### src/rtl/dino_motion_engine_pkg.sv
// Shared types and default tuning constants for the dino motion engine and the
// display stage that consumes its outputs.
package dino_pkg;

    // The encoding doubles as the sprite-ROM select driven to the display.
    typedef enum logic [1:0] {
        RUN  = 2'b00,
        JUMP = 2'b01,
        DUCK = 2'b10,
        DEAD = 2'b11
    } dino_state_t;

    localparam int unsigned Y_W_D      = 8;
    localparam int unsigned GROUND_Y_D = 100;
    localparam int unsigned JUMP_V0_D  = 10;
    localparam int unsigned GRAVITY_D  = 1;
    localparam int unsigned ANIM_DIV_D = 6;

endpackage

### src/rtl/dino_motion_engine_if.sv
// Player/collision inputs and registered pose outputs between the game control
// logic (master) and the dino motion engine (slave).
interface dino_motion_engine_if #(
    parameter int unsigned Y_W = 8
);
    logic           frame_tick;
    logic           jump_req;
    logic           duck_req;
    logic           collide;
    logic           restart;
    logic [Y_W-1:0] dino_y;
    logic [1:0]     sprite_sel;
    logic           anim_phase;
    logic           airborne;

    modport master (
        output frame_tick, jump_req, duck_req, collide, restart,
        input  dino_y, sprite_sel, anim_phase, airborne
    );

    modport slave (
        input  frame_tick, jump_req, duck_req, collide, restart,
        output dino_y, sprite_sel, anim_phase, airborne
    );
endinterface

### src/rtl/dino_motion_engine.sv
// Per-frame dino movement: jump ballistics, duck/run pose, death and restart,
// producing registered y-position and sprite selection for the display.
module dino_motion_engine
    import dino_pkg::*;
#(
    parameter int unsigned Y_W      = Y_W_D,
    parameter int unsigned GROUND_Y = GROUND_Y_D,
    parameter int unsigned JUMP_V0  = JUMP_V0_D,
    parameter int unsigned GRAVITY  = GRAVITY_D,
    parameter int unsigned ANIM_DIV = ANIM_DIV_D
) (
    input  logic                 clk,
    input  logic                 reset,
    dino_motion_engine_if.slave  bus
);

    localparam int unsigned VW = Y_W + 1;
    localparam int unsigned PW = Y_W + 2;
    localparam int unsigned CW = (ANIM_DIV > 1) ? $clog2(ANIM_DIV) : 1;

    localparam logic signed [VW-1:0] V0       = VW'(JUMP_V0);
    localparam logic signed [VW-1:0] G1       = VW'(GRAVITY);
    localparam logic signed [VW-1:0] G2       = VW'(2 * GRAVITY);
    localparam logic signed [PW-1:0] GROUND_P = PW'(GROUND_Y);
    localparam logic [Y_W-1:0]       GROUND   = Y_W'(GROUND_Y);
    localparam logic [CW-1:0]        CNT_WRAP = CW'(ANIM_DIV - 1);

    dino_state_t           state, state_nxt;
    logic [Y_W-1:0]        y_q, y_d;
    logic signed [VW-1:0]  vel_q, vel_d;
    logic                  pend_q, pend_d;
    logic                  air_q;
    logic [CW-1:0]         anim_cnt;
    logic                  anim_q;

    logic                  jump_eff;
    logic                  launch;
    logic signed [VW-1:0]  vel_src;
    logic signed [VW-1:0]  fall_step;
    logic signed [PW-1:0]  y_move;
    logic                  vel_le0;

    // A request arriving in the same cycle as the tick is honoured immediately.
    assign jump_eff  = pend_q | bus.jump_req;
    assign launch    = bus.frame_tick && jump_eff && (state == RUN || state == DUCK);
    assign vel_src   = launch ? V0 : vel_q;
    assign y_move    = $signed({2'b00, y_q}) - $signed({vel_src[VW-1], vel_src});
    assign fall_step = bus.duck_req ? G2 : G1;
    assign vel_le0   = vel_q[VW-1] || (vel_q == '0);

    always_comb begin
        state_nxt = state;
        y_d       = y_q;
        vel_d     = vel_q;
        pend_d    = jump_eff;

        if (state == DEAD) begin
            pend_d = 1'b0;
            if (bus.restart) begin
                state_nxt = RUN;
                y_d       = GROUND;
                vel_d     = '0;
            end
        end else if (bus.collide) begin
            state_nxt = DEAD;
            pend_d    = 1'b0;
        end else if (bus.frame_tick) begin
            unique case (state)
                RUN, DUCK: begin
                    if (launch) begin
                        state_nxt = JUMP;
                        pend_d    = 1'b0;
                        y_d       = y_move[PW-1] ? '0 : y_move[Y_W-1:0];
                        vel_d     = V0 - G1;
                    end else if (state == RUN && bus.duck_req) begin
                        state_nxt = DUCK;
                    end else if (state == DUCK && !bus.duck_req) begin
                        state_nxt = RUN;
                    end
                end
                JUMP: begin
                    // Pending jumps survive landing and relaunch on the following tick.
                    if (y_move >= GROUND_P && vel_le0) begin
                        state_nxt = bus.duck_req ? DUCK : RUN;
                        y_d       = GROUND;
                        vel_d     = '0;
                    end else if (y_move[PW-1]) begin
                        y_d   = '0;
                        vel_d = '0;
                    end else begin
                        y_d   = y_move[Y_W-1:0];
                        vel_d = vel_q - fall_step;
                    end
                end
                default: ;
            endcase
        end
    end

    always_ff @(posedge clk) begin
        if (reset) begin
            state  <= RUN;
            y_q    <= GROUND;
            vel_q  <= '0;
            pend_q <= 1'b0;
            air_q  <= 1'b0;
        end else begin
            state  <= state_nxt;
            y_q    <= y_d;
            vel_q  <= vel_d;
            pend_q <= pend_d;
            air_q  <= (state_nxt == JUMP);
        end
    end

    // Leg animation advances only on ticks that keep the dino running.
    always_ff @(posedge clk) begin
        if (reset) begin
            anim_cnt <= '0;
            anim_q   <= 1'b0;
        end else if (state == DEAD) begin
            if (bus.restart) begin
                anim_cnt <= '0;
                anim_q   <= 1'b0;
            end
        end else if (state_nxt != RUN) begin
            anim_cnt <= '0;
        end else if (state == RUN && bus.frame_tick) begin
            if (anim_cnt == CNT_WRAP) begin
                anim_cnt <= '0;
                anim_q   <= ~anim_q;
            end else begin
                anim_cnt <= anim_cnt + CW'(1);
            end
        end
    end

    assign bus.dino_y     = y_q;
    assign bus.sprite_sel = state;
    assign bus.anim_phase = anim_q;
    assign bus.airborne   = air_q;

endmodule

### src/flat_wrapper.sv
// flat-port wrapper written by rule: the top's interface ports become plain ports
module dino_motion_engine_flat import dino_pkg::*;
#(
    parameter int unsigned Y_W      = Y_W_D,
    parameter int unsigned GROUND_Y = GROUND_Y_D,
    parameter int unsigned JUMP_V0  = JUMP_V0_D,
    parameter int unsigned GRAVITY  = GRAVITY_D,
    parameter int unsigned ANIM_DIV = ANIM_DIV_D
)
  (clk, reset, bus_frame_tick, bus_jump_req, bus_duck_req, bus_collide, bus_restart, bus_dino_y, bus_sprite_sel, bus_anim_phase, bus_airborne);
  dino_motion_engine_if #(.Y_W(Y_W)) bus_i ();
  input  logic clk;
  input  logic reset;
  input wire logic [$bits(bus_i.frame_tick)-1:0] bus_frame_tick;
  input wire logic [$bits(bus_i.jump_req)-1:0] bus_jump_req;
  input wire logic [$bits(bus_i.duck_req)-1:0] bus_duck_req;
  input wire logic [$bits(bus_i.collide)-1:0] bus_collide;
  input wire logic [$bits(bus_i.restart)-1:0] bus_restart;
  output wire logic [$bits(bus_i.dino_y)-1:0] bus_dino_y;
  output wire logic [$bits(bus_i.sprite_sel)-1:0] bus_sprite_sel;
  output wire logic [$bits(bus_i.anim_phase)-1:0] bus_anim_phase;
  output wire logic [$bits(bus_i.airborne)-1:0] bus_airborne;
  assign bus_i.frame_tick = bus_frame_tick;
  assign bus_i.jump_req = bus_jump_req;
  assign bus_i.duck_req = bus_duck_req;
  assign bus_i.collide = bus_collide;
  assign bus_i.restart = bus_restart;
  assign bus_dino_y = bus_i.dino_y;
  assign bus_sprite_sel = bus_i.sprite_sel;
  assign bus_anim_phase = bus_i.anim_phase;
  assign bus_airborne = bus_i.airborne;
  dino_motion_engine #(.Y_W(Y_W), .GROUND_Y(GROUND_Y), .JUMP_V0(JUMP_V0), .GRAVITY(GRAVITY), .ANIM_DIV(ANIM_DIV)) u_core (.clk(clk), .reset(reset), .bus(bus_i));
endmodule
### config.mk
export PLATFORM = sky130hd
export DESIGN_NAME = dino_motion_engine_flat
export DESIGN_NICKNAME = d
export VERILOG_FILES = /design/src/rtl/dino_motion_engine_pkg.sv /design/src/rtl/dino_motion_engine_if.sv /design/src/rtl/dino_motion_engine.sv /design/src/flat_wrapper.sv
export SDC_FILE = /design/constraint.sdc
export NUM_CORES = 1
export LEC_CHECK = 0
export BUFFER_PORTS_ARGS = -buffer_cell sky130_fd_sc_hd__clkbuf_2
export CELL_PAD_IN_SITES_DETAIL_PLACEMENT = 0
export CELL_PAD_IN_SITES_GLOBAL_PLACEMENT = 1
export CORE_AREA = 2 2 65 67
export DETAILED_ROUTE_END_ITERATION = 10
export DIE_AREA = 0 0 67 69
export PLACE_DENSITY_LB_ADDON = 0.1
export SLEW_MARGIN = 20
export SYNTH_ARGS = -nofsm -noshare
export SYNTH_HDL_FRONTEND = slang
export SYNTH_SLANG_ARGS = --single-unit
### constraint.sdc
create_clock -name clk -period 5 [get_ports clk]
set_input_delay 0 -clock clk [delete_from_list [all_inputs] [get_ports clk]]
set_output_delay 0 -clock clk [all_outputs]
set_load 0.005 [all_outputs]
==> run metrics <==
post-synthesis register bit count 25; HP Class in -> reg; H-tree levels 1; largest net degree at the start of global routing 23; starting density of the core 45.24%; Final Setup Violations 0; most frequent cells in the layout 32 x nand2_1, 25 x dfxtp_1, 20 x nor2_1; syn_area_per_cell 7.939 sq um; top_reg_cell synth dfxtp_1; Skew-Pair Late Insertion Delay 280 ps; chip height 69 microns; FFs w/ async S/R, synth 0%; reg2reg path depth 14; Setup Fix Bufs, Post-CTS 0; R2R Path End u_core.vel_q[6]; NetSw 0.2017 mW; RSZ-0062 raised after global routing no; Power Internal 0.3472 mW; # fillers 420; Global Route met3 Usage 2.936%; antenna violations before repair 0; antenna-violating nets left 0; WS Path Type reg -> reg; Pre-Repair DR Iteration Count 4; CP delay by family, top simple AND/OR/NAND/NOR gates; Slew @ Worst Pin 555.0 ps; cts repair resizes 0; Reg power frac 41.0%; die area 0.004623 sq mm; clock power share 23.1%; Die W 67 microns; Synth Cell Area 0.001770 sq mm; Sw Ratio 36.75%; register area 500.5 sq um; nets 259; WP data arrival 4050 ps; cell accounting for the most synthesized area dfxtp_1; hold buffers post-CTS 0; Max Slew Vio Count 0; Core Area 0.003914 sq mm; Most Crowded Layer GR met2; Mapped Cells 223; CTS sink count 25; Slowest Stage Delay on Critical Path 470 ps; max_slew headroom 62.75%; vias after detailed routing 1671; global-route met1 utilization 27.28%; sequential area share after synthesis 28.27%; Final Hold Vio Count 1; Final Util 49.49%; R2R Setup Slk 1140 ps; crit share post-route 77.22%; worst-path cell chain nand2b_1 -> nor2_1 -> nor2_1 -> ha_1 -> fa_1 -> nand2b_1 -> a21oi_1 -> o22ai_1 -> xnor2_1 -> a311o_1 -> nand3_2 -> nor3b_4 -> or2b_1 -> a311oi_1; EDFF count, synth 0; max-cap viol count 0; WP buf/inv 0; top-area cell type share of the netlist area 28.27%; area delta synth->final 9.399%; Peak VDD IR 0.1133 mV; GPL Wtd Cong 0.8946; IO Count 19; met2 Use GR 32.67%; CP Capture Type flop; number of DRC markers in iteration 0 139; pwr dens 283.4 mW/mm^2; Post-Route Skew 13.56 ps; Setup crit start u_core.bus.sprite_sel[0]; Post-Place Cells 285; failing checks hold timing; Power, Total 0.5489 mW; fin cells 289; yosys warns 0; Total GRT Usage 20.04%; Post-Route WL 4.416 mm; diodes inserted 0; Post-Syn Nets 242; grt total ovfl 0; Synth area leaders dfxtp_1 28%, ha_1 7.1%, nand2_1 6.8%, nor2_1 4.2%, a21oi_1 4.0%; Reg2Reg Launch Point u_core.bus.sprite_sel[0]; Clock Tree Buf Depth 2; # rows 23; fraction of layout cells with a size suffix above 1 12.97%; crit-path max FO 13; min cycle time layout 3861 ps; Fin Hold WS -3.365 ps; outcome finished with violations; DRC violations left 0; vias in the first global route 1579; # port buffers 18; CTS tree done; Avg Vias per Cell 5.782; Worst Setup EP u_core.vel_q[6]; Unique masters post-synth 53; Crit path depth 14; post-DP HPWL 3.388 mm; Setup TNS 0 ps; leading cell type in the layout, fill and taps excluded nand2_1; root buf cell clkbuf_8; leak pwr 0.7598 nW; Routed WL per cell 15.28 microns; CTS Buf Count 3; area occupied by multi-input gates 0.001186 sq mm; logic gate share of total power 36.0%; clock transition at the registers of the reported paths 100 ps; first-pass GRT wire length 7.320 mm; startpoint types flop; Max Clk Rate 259.0 MHz; CP required 5190 ps; critical path's slowest cell nor3b_4
power by group through the flow:
stage               clock network, mW  registers (mW)  logic, mW
floorplan                           0           0.224      0.152
global placement                    0           0.229      0.194
detailed placement                  0           0.229      0.195
CTS                             0.130           0.225      0.196
global route                    0.137           0.227      0.219
finish                          0.127           0.225      0.197
area by class of cell:
| class | instances | share of cell area, % |
|---|---|---|
| Inverter | 11 | 2.132 |
| Clock buffer | 3 | 2.132 |
| Multi-Input combinational cell | 180 | 61.24 |
| Timing Repair Buffer | 19 | 5.039 |
| Tap cell | 50 | 3.230 |
| Clock inverter | 1 | 0.3876 |
| Sequential cell | 25 | 25.84 |
worst min path at each step:
stage | start | end | slack (ps) | cells after the start
2_1_floorplan | bus_collide | u_core.pend_q | 80 | 1
3_3_place_gp | bus_collide | u_core.pend_q | 280 | 2
3_5_place_dp | bus_collide | u_core.pend_q | 290 | 2
4_1_cts | bus_collide | u_core.pend_q | 0.5 | 2
5_1_grt | bus_collide | u_core.pend_q | 4 | 2
6_report | bus_collide | u_core.pend_q | -3 | 2
per-stage QoR:
stage | worst slack [ps] | hold slack, ps | instance area, sq um
floorplan | 1675 | 76.00 | 1770
global placement | 1235 | 282.7 | 1888
detailed placement | 1144 | 286.4 | 1888
CTS | 1137 | 0.5088 | 1937
global route | 794.1 | 4.395 | 1937
finish | 1139 | -3.365 | 1937
kinds of logic (layout without fill, tap and decap cells):
family | after synthesis | count (layout) | synth area share (%)
XOR/XNOR | 10 | 10 | 4.947
buffers and inverters | 18 | 34 | 4.734
AND/OR/NAND/NOR | 95 | 95 | 27.77
adder cells (fa/ha/maj) | 12 | 12 | 9.329
flip-flops | 25 | 25 | 28.27
multiplexers | 1 | 1 | 0.5654
AO/OA/AOI/OAI | 62 | 62 | 24.38
layer usage:
metal,vias to the layer above,share of wire (%)
li1,839,-
met1,800,47
met2,30,48
met3,2,3.8
met4,0,0.54
met5,-,0
Yosys cell counts (all sizes together) (2+ instances only):
master	number
nand2	32
dfxtp	25
nor2	20
a21oi	16
inv	11
ha	10
nand2b	10
o21ai	10
a311oi	8
xnor2	6
nor3	5
a21o	4
a31oi	4
clkbuf	4
nor2b	4
o22ai	4
xor2	4
and3	3
buf	3
nor4	3
or3	3
a211oi	2
a41oi	2
and4	2
fa	2
nand3	2
nand4	2
or2b	2
state kept, by name, summed over array words and instances (netlist names):
signal	flops
u_core.bus.dino_y	8
u_core.bus.airborne	1
u_core.vel_q	9
u_core.pend_q	1
u_core.bus.sprite_sel	2
u_core.bus.anim_phase	1
u_core.anim_cnt	3
(Power assumes the default switching activity.)
